--- config.mk ---
export PLATFORM = sky130hd
export DESIGN_NAME = reg_file_32x32_flat
export DESIGN_NICKNAME = d
export VERILOG_FILES = /design/src/rtl/reg_file_32x32_if.sv /design/src/rtl/reg_file_32x32.sv /design/src/flat_wrapper.sv
export SDC_FILE = /design/constraint.sdc
export NUM_CORES = 2
export LEC_CHECK = 0
export CAP_MARGIN = 20
export CORE_AREA = 2 2 310 312
export DETAILED_ROUTE_END_ITERATION = 6
export DIE_AREA = 0 0 312 314
export PLACE_DENSITY = 0.74
export SLEW_MARGIN = 25
export SYNTH_ARGS = -nofsm -noshare
export SYNTH_HDL_FRONTEND = slang
export SYNTH_SLANG_ARGS = --single-unit
--- constraint.sdc ---
create_clock -name clk -period 3.2 [get_ports clk]
set_input_delay 0.64 -clock clk [delete_from_list [all_inputs] [get_ports clk]]
set_output_delay 0.64 -clock clk [all_outputs]
set_load 0.02 [all_outputs]
--- src/rtl/reg_file_32x32_if.sv ---
// Bus bundle for the 32x32 register file: two read ports and one write port.
// The master drives addresses and write data; the slave (register file) returns read data.
interface reg_file_32x32_if #(
  parameter int WORD_SIZE = 32,
  parameter int ADDR_SIZE = 5
);
  logic [ADDR_SIZE-1:0] rd_addr1_in;
  logic [ADDR_SIZE-1:0] rd_addr2_in;
  logic [WORD_SIZE-1:0] rd_data1_out;
  logic [WORD_SIZE-1:0] rd_data2_out;
  logic                 wr_en_in;
  logic [ADDR_SIZE-1:0] wr_addr_in;
  logic [WORD_SIZE-1:0] wr_data_in;

  modport master (
    output rd_addr1_in, rd_addr2_in, wr_en_in, wr_addr_in, wr_data_in,
    input  rd_data1_out, rd_data2_out
  );

  modport slave (
    input  rd_addr1_in, rd_addr2_in, wr_en_in, wr_addr_in, wr_data_in,
    output rd_data1_out, rd_data2_out
  );
endinterface

--- src/rtl/reg_file_32x32.sv ---
// 2-read / 1-write register file with hardwired-zero r0, combinational reads,
// write-before-read bypass and asynchronous active-low clear.
module reg_file_32x32 #(
  parameter int WORD_SIZE = 32,
  parameter int ADDR_SIZE = 5
) (
  input  logic            clk,
  input  logic            rst_n,
  reg_file_32x32_if.slave bus
);
  localparam int DEPTH = 2 ** ADDR_SIZE;

  logic [WORD_SIZE-1:0] regs [DEPTH];
  logic [ADDR_SIZE-1:0] rd_addr [2];
  logic [WORD_SIZE-1:0] rd_data [2];
  logic                 wr_hit;

  // A write is real only when enabled and not aimed at r0.
  assign wr_hit = bus.wr_en_in && (bus.wr_addr_in != '0);

  assign regs[0] = '0;

  genvar gi;
  generate
    for (gi = 1; gi < DEPTH; gi++) begin : g_reg
      logic [WORD_SIZE-1:0] q;

      always_ff @(posedge clk or negedge rst_n) begin
        if (!rst_n) begin
          q <= '0;
        end else if (wr_hit && (bus.wr_addr_in == ADDR_SIZE'(gi))) begin
          q <= bus.wr_data_in;
        end
      end

      assign regs[gi] = q;
    end
  endgenerate

  assign rd_addr[0]       = bus.rd_addr1_in;
  assign rd_addr[1]       = bus.rd_addr2_in;
  assign bus.rd_data1_out = rd_data[0];
  assign bus.rd_data2_out = rd_data[1];

  // Reads return 0 during reset and for r0; otherwise forward pending write data.
  generate
    for (gi = 0; gi < 2; gi++) begin : g_rd
      logic [WORD_SIZE-1:0] data;

      always_comb begin
        data = '0;
        if (rst_n && (rd_addr[gi] != '0)) begin
          if (wr_hit && (rd_addr[gi] == bus.wr_addr_in)) begin
            data = bus.wr_data_in;
          end else begin
            data = regs[rd_addr[gi]];
          end
        end
      end

      assign rd_data[gi] = data;
    end
  endgenerate
endmodule

--- src/flat_wrapper.sv ---
// flat-port wrapper written by rule: the top's interface ports become plain ports
module reg_file_32x32_flat 
#(
  parameter int WORD_SIZE = 32,
  parameter int ADDR_SIZE = 5
)
  (clk, rst_n, bus_rd_addr1_in, bus_rd_addr2_in, bus_wr_en_in, bus_wr_addr_in, bus_wr_data_in, bus_rd_data1_out, bus_rd_data2_out);
  reg_file_32x32_if #(.WORD_SIZE(WORD_SIZE), .ADDR_SIZE(ADDR_SIZE)) bus_i ();
  input  logic clk;
  input  logic rst_n;
  input wire logic [$bits(bus_i.rd_addr1_in)-1:0] bus_rd_addr1_in;
  input wire logic [$bits(bus_i.rd_addr2_in)-1:0] bus_rd_addr2_in;
  input wire logic [$bits(bus_i.wr_en_in)-1:0] bus_wr_en_in;
  input wire logic [$bits(bus_i.wr_addr_in)-1:0] bus_wr_addr_in;
  input wire logic [$bits(bus_i.wr_data_in)-1:0] bus_wr_data_in;
  output wire logic [$bits(bus_i.rd_data1_out)-1:0] bus_rd_data1_out;
  output wire logic [$bits(bus_i.rd_data2_out)-1:0] bus_rd_data2_out;
  assign bus_i.rd_addr1_in = bus_rd_addr1_in;
  assign bus_i.rd_addr2_in = bus_rd_addr2_in;
  assign bus_i.wr_en_in = bus_wr_en_in;
  assign bus_i.wr_addr_in = bus_wr_addr_in;
  assign bus_i.wr_data_in = bus_wr_data_in;
  assign bus_rd_data1_out = bus_i.rd_data1_out;
  assign bus_rd_data2_out = bus_i.rd_data2_out;
  reg_file_32x32 #(.WORD_SIZE(WORD_SIZE), .ADDR_SIZE(ADDR_SIZE)) u_core (.clk(clk), .rst_n(rst_n), .bus(bus_i));
endmodule
# Word-level counts from Yosys, hierarchy flattened
# Index checks and enable logic that the tools add are counted.
[word_totals]
register_bits = 992
inputBits = 50
out_inout_bits = 64
wordCells = 117
[op_classes]
order_cmp = 2
eq_ne = 33
muxes = 10
bitwise_logic = 2
reduce_logical = 39
[ops]
columns = ["cell", "count"]
rows = [
  ["binary-select mux 32 bit (select 5 bit)", 2],
  ["2-to-1 mux 32 bit", 8],
  ["== test 5 bit (second input constant)", 16],
  ["== test 5 x 4 -> 1 bit (second input constant)", 8],
  ["logical AND 1 bit", 36],
  ["== test 5 x 3 -> 1 bit (second input constant)", 4],
  ["nonzero test 5 bit", 3],
  [">= comparator 6 bit (second input constant)", 2],
  ["NOT 5 -> 6 bit", 2],
  ["== test 5 x 2 -> 1 bit (second input constant)", 2],
  ["== test 5 bit", 2],
  ["== test 5 x 1 -> 1 bit (second input constant)", 1],
]

# Logic depth before layout (Yosys ltp)
[depth]
ltp_word = 6
depth_mapped = 10
depth_no_buf = 5

# Least setup slack after synthesis
# No wires, ideal clock.
[synth_timing]
path_kind = "input-to-output"
startpoint = "input bus_rd_addr1_in[0]"
endpoint = "output bus_rd_data1_out[16]"
arrival_ps = 2653
required_ps = 2560
path_slack_ps = -93
cell_stages = 9
n_path_buf = 5
cell_sequence = "buf_4 -> buf_6 -> buf_4 -> buf_2 -> buf_2 -> nor2_1 -> nor2_1 -> a21oi_1 -> o41ai_1"
[synth_via]
elab_chain_len = 6
word_cells_on_any_way = 10
classes_between = "eq/ne (1); mux (5); bitwise (1); reduce/logical (3)"
[synth_lines]
columns = ["element", "line", "rtl"]
rows = [
  ["from (decl)", "flat_wrapper.sv:11", "input wire logic [$bits(bus_i.rd_addr1_in)-1:0] bus_rd_addr1_in;"],
  ["NOT 5 -> 6 bit (not written as such)", "reg_file_32x32.sv:56", "data = regs[rd_addr[gi]];"],
  ["binary-select mux 32 bit (select 5 bit)", "reg_file_32x32.sv:56", ""],
  ["2-to-1 mux 32 bit (not written as such) (2 in a row)", "reg_file_32x32.sv:56", ""],
  ["2-to-1 mux 32 bit", "reg_file_32x32.sv:53", "if (wr_hit && (rd_addr[gi] == bus.wr_addr_in)) begin"],
  ["2-to-1 mux 32 bit (*)", "reg_file_32x32.sv:52", "if (rst_n && (rd_addr[gi] != '0)) begin"],
  ["to (decl)", "flat_wrapper.sv:16", "output wire logic [$bits(bus_i.rd_data1_out)-1:0] bus_rd_data1_out;"],
]
# Mark *: on every way between the ends. The rest lies on a longest branch, timed or not. The select of a mux whose other input is x is not followed.

# Worst setup path in the final report
[layout_timing]
startpoint = "input bus_wr_addr_in[2]"
endpoint = "output bus_rd_data2_out[7]"
[layout_via]
elab_chain_len = 5
word_cells_on_any_way = 6
classes_between = "eq/ne (1); mux (2); reduce/logical (3)"
[layout_lines]
columns = ["element", "line", "rtl"]
rows = [
  ["from (decl)", "flat_wrapper.sv:14", "input wire logic [$bits(bus_i.wr_addr_in)-1:0] bus_wr_addr_in;"],
  ["nonzero test 5 bit", "reg_file_32x32.sv:19", "assign wr_hit = bus.wr_en_in && (bus.wr_addr_in != '0);"],
  ["logical AND 1 bit", "reg_file_32x32.sv:19", ""],
  ["logical AND 1 bit (*)", "reg_file_32x32.sv:53", ""],
  ["2-to-1 mux 32 bit (*)", "reg_file_32x32.sv:53", ""],
  ["2-to-1 mux 32 bit (*)", "reg_file_32x32.sv:52", ""],
  ["to (decl)", "flat_wrapper.sv:17", "output wire logic [$bits(bus_i.rd_data2_out)-1:0] bus_rd_data2_out;"],
]
# Mark *: on every way between the ends. The rest lies on a longest branch, timed or not.

==> out/results.txt <==
Reg2Reg Depth -> 2
Min Clock Period, post-route -> 3460 ps
Die H -> 314 um
Finished Layout Cells -> 5,598
Inst Count DP -> 5,220
Worst hold margin -> 101 ps
Mean instance size in the synthesized netlist -> 14.5 um2
Largest registers in the final layout -> u_core.g.q x992
Share of layout cells above drive strength 1 -> 64.3%
Relative contribution of the clock network to total power -> 34.1%
Num Clock Sinks -> 992
Register bit total from synthesis -> 992
Final setup margin -> -265 ps
Initial standard-cell utilization of the core -> 56.8%
Critical register-to-register path startpoint -> u_core.g_reg[13].q[8]$_DFFE_PN0P_
Top-level I/O count -> 114
Sequential fraction of design power -> 42.4%
Worst Setup End Kind -> primary output
Clock network latency to the later pin of the worst-skew pair -> 710 ps
Mean number of vias per cell -> 7.18
Kind of critical path -> in -> out
Number of enable-type register cells in the synthesized netlist -> 0
Static leakage -> 29.9 nW
Compound-Gate Fraction of Synth Area -> 5.46%
Maximum fanout encountered on the critical timing path -> 5
CP Data Arrival Time -> 2820 ps
Number of CTS-inserted buffers -> 107
Depth of the CTS H-tree -> 3
Initial antenna violation count -> 2
Final setup violation count -> 55
Result of the run -> complete, but fails checks
Worst clock skew -> 0 ps
Post-synth cell types -> 60
Register containing the most flip-flops in the final layout -> u_core.g.q
Maximum clock frequency -> 0.289 GHz
Overflow left after global routing -> 0
Total of warnings raised by yosys -> 0
Remaining DRCs -> 0
RSZ-0062 raised after global routing -> yes
Number of maximum-capacitance constraint violations -> 0
Switching part of the total -> 28.3%
Global-route wire length before repair -> 275,000 um
Clk pin slew, worst setup/hold paths -> 60 ps
Most frequently used flop master after synthesis -> sky130_fd_sc_hd__dfrtp_1
Die Footprint -> 98,000 um2
Horizontal extent of the die -> 312 um
Sequential area share after synthesis -> 46.3%
Weighted congestion reported at the end of routability-driven placement -> 0.920
Maximum number of pins on one net before global-route repair -> 163
Syn_nets -> 3,737
End of the worst register-to-register path -> u_core.g_reg[13].q[8]$_DFFE_PN0P_
Final count of hold timing violations -> 0
Simple logic cell fraction of the synthesized area -> 3.01%
Multiplexer share of the synthesized area -> 41.7%
Total via count after detailed routing -> 40,200
Maximum count of clock buffers along a single path -> 3
Residual antenna-violating net count after detailed routing -> 0
Area growth syn-to-layout -> 27.9%
Normalized max-slew margin -> 35.5%
Global Route Usage Sum -> 38.2%
Number of core rows -> 113
Worst Setup Start Kind -> input pin
Post-placement setup slack -> -1340 ps
Combinational family with the most area after synthesis -> multiplexers
Net switching component of the power -> 11.4 mW
Total wire length -> 192,000 um
Maximum vdd drop -> 0.440 mV
Flip-flop count of the largest register after layout -> 992
Internal power -> 28.7 mW
Pins Over Slew Limit -> 0
Final worst path period share -> 108%
Path class of the lowest-slack min-delay path -> in -> async
Via count of the first global-routing pass -> 40,400
Port Buf Inserts -> 113
Xor/xnor cell area share of the yosys netlist -> 0.163%
Layout filler cell count -> 5,691
TritonCTS clock tree -> yes
Combinational power share -> 23.5%
Failing checks -> setup timing
Drt wl/cell -> 34.2 um
Transition time of the tightest slew-check pin -> 967 ps
Number of instances in the synthesized netlist -> 3,687
Fraction of synthesis flops using an asynchronous set or reset pin -> 100%
Starting DRC count in detailed routing -> 5,262
Buffer type at the clock tree root -> sky130_fd_sc_hd__clkbuf_16
Required time at the worst-slack endpoint -> 2560 ps
Adder-Cell Fraction of Synth Area -> 0%
Number of nets in the final layout -> 4,289
Power density normalized to cell area -> 584 nW/um2
HPWL after detailed placement -> 118,000 um
Std-Cell Core Area -> 94,400 um2
Pre-antenna DRT Iters -> 6
Worst reg-to-reg setup slack -> 2280 ps
Cell Area, Synth -> 53,600 um2
-- cells in the mapped netlist, types with 41 or more instances --
master                     instances  area [um2]
sky130_fd_sc_hd__a221oi_1         41         359
sky130_fd_sc_hd__dfrtp_1         992       24800
sky130_fd_sc_hd__mux2_2         1081       12200
sky130_fd_sc_hd__nand2_1          67         251
sky130_fd_sc_hd__clkbuf_1        203         762
sky130_fd_sc_hd__buf_2           133         666
sky130_fd_sc_hd__nor2b_1          45         282
sky130_fd_sc_hd__o22ai_1          92         576
sky130_fd_sc_hd__mux2i_1          56         561
sky130_fd_sc_hd__a211oi_1         72         541
sky130_fd_sc_hd__nor2_1           85         319
sky130_fd_sc_hd__mux4_2          427        9620
-- critical path: stages --
cell and delay, ps:
sky130_fd_sc_hd__buf_8 110, sky130_fd_sc_hd__or4_4 580, sky130_fd_sc_hd__o2111ai_4 270, sky130_fd_sc_hd__o211ai_1 180
sky130_fd_sc_hd__buf_4 220, sky130_fd_sc_hd__buf_12 160, sky130_fd_sc_hd__buf_6 120, sky130_fd_sc_hd__nor4_4 260
sky130_fd_sc_hd__a211o_1 160, sky130_fd_sc_hd__buf_6 120
-- final cells by class --
class | instances | area, um2 | area share, %
well taps | 1265 | 1580 | 2.31
clock inverters | 53 | 772 | 1.13
inverters | 5 | 27.5 | 0.0401
multi-input cells | 2287 | 29000 | 42.2
clock buffers | 148 | 3120 | 4.55
flip-flops and latches | 992 | 24800 | 36.2
diodes | 2 | 5.00 | 0.00729
repair buffers | 846 | 9300 | 13.5
-- cells by family after synthesis --
logic type      Yosys count
buf+inv                 408
xor+xnor                 10
simple gates            320
flops                   992
compound gates          393
mux                    1564
-- worst max-delay path by stage --
stage	from	cells past startpoint	slack, ps	endpoint
floorplan	bus_rd_addr1_in[0]	9	-90	bus_rd_data1_out[16]
CTS	bus_wr_addr_in[0]	9	-270	bus_rd_data2_out[17]
detailed placement	bus_wr_addr_in[1]	7	-1340	bus_rd_data1_out[11]
global route	bus_wr_addr_in[2]	10	-300	bus_rd_data2_out[7]
global placement	bus_wr_addr_in[1]	8	-1280	bus_rd_data1_out[2]
finish	bus_wr_addr_in[2]	10	-260	bus_rd_data2_out[7]
-- power groups by stage --
| stage | combinational (mW) | sequential, mW | clock [mW] |
|---|---|---|---|
| 2_1_floorplan | 5.90 | 16.3 | 0 |
| 3_3_place_gp | 8.09 | 16.8 | 0 |
| 6_report | 9.44 | 17.0 | 13.7 |
| 3_5_place_dp | 8.31 | 17.0 | 0 |
| 5_1_grt | 9.89 | 17.2 | 14.2 |
| 4_1_cts | 8.79 | 16.8 | 13.7 |
-- routing by layer --
metal / track usage (%) / part of all wire [%] / vias to the layer above
met5: 0 / 0.0084 / -
met4: 23.4 / 7.2 / 2
met3: 8.77 / 12 / 744
met2: 57.4 / 45 / 2880
met1: 51.1 / 36 / 21100
li1: - / - / 15500
-- cells in the final DEF (no fill, tap or decap), drive strengths merged, types with 17 or more instances in the layout --
master and n:
a211o 21, a211oi 72, a21oi 19, a221oi 41, a22oi 26, buf 799, clkbuf 156, clkdlybuf4s50 32
clkinv 27, dfrtp 992, mux2 1081, mux2i 56, mux4 427, nand2 67, nand3 22, nor2 85
nor2b 45, nor4 19, o21ai 25, o22ai 92, o41ai 26, or2 17
-- through the flow --
stage                     power [mW]  setup TNS (ps)  area (um2)  util [%]
after global placement          24.9          -58880       60400      64.0
after floorplan                 22.2           -2250       53600         -
final                           40.1           -5840       68600      72.6
after global routing            41.3           -7170       68600      72.6
after CTS                       39.3           -5380       66500      70.5
after detailed placement        25.3          -59420       60400      64.0
-- timing repair --
action | CTS | global route
hold buffers | 2 | 0
setup buffers | 90 | 107
gates resized for setup | 537 | 321
gates cloned | 10 | 7
pin swaps | 56 | 133
setup endpoints to repair | 64 | 64
hold endpoints to repair | 15 | 0
Power figures use the tool's default switching activity.
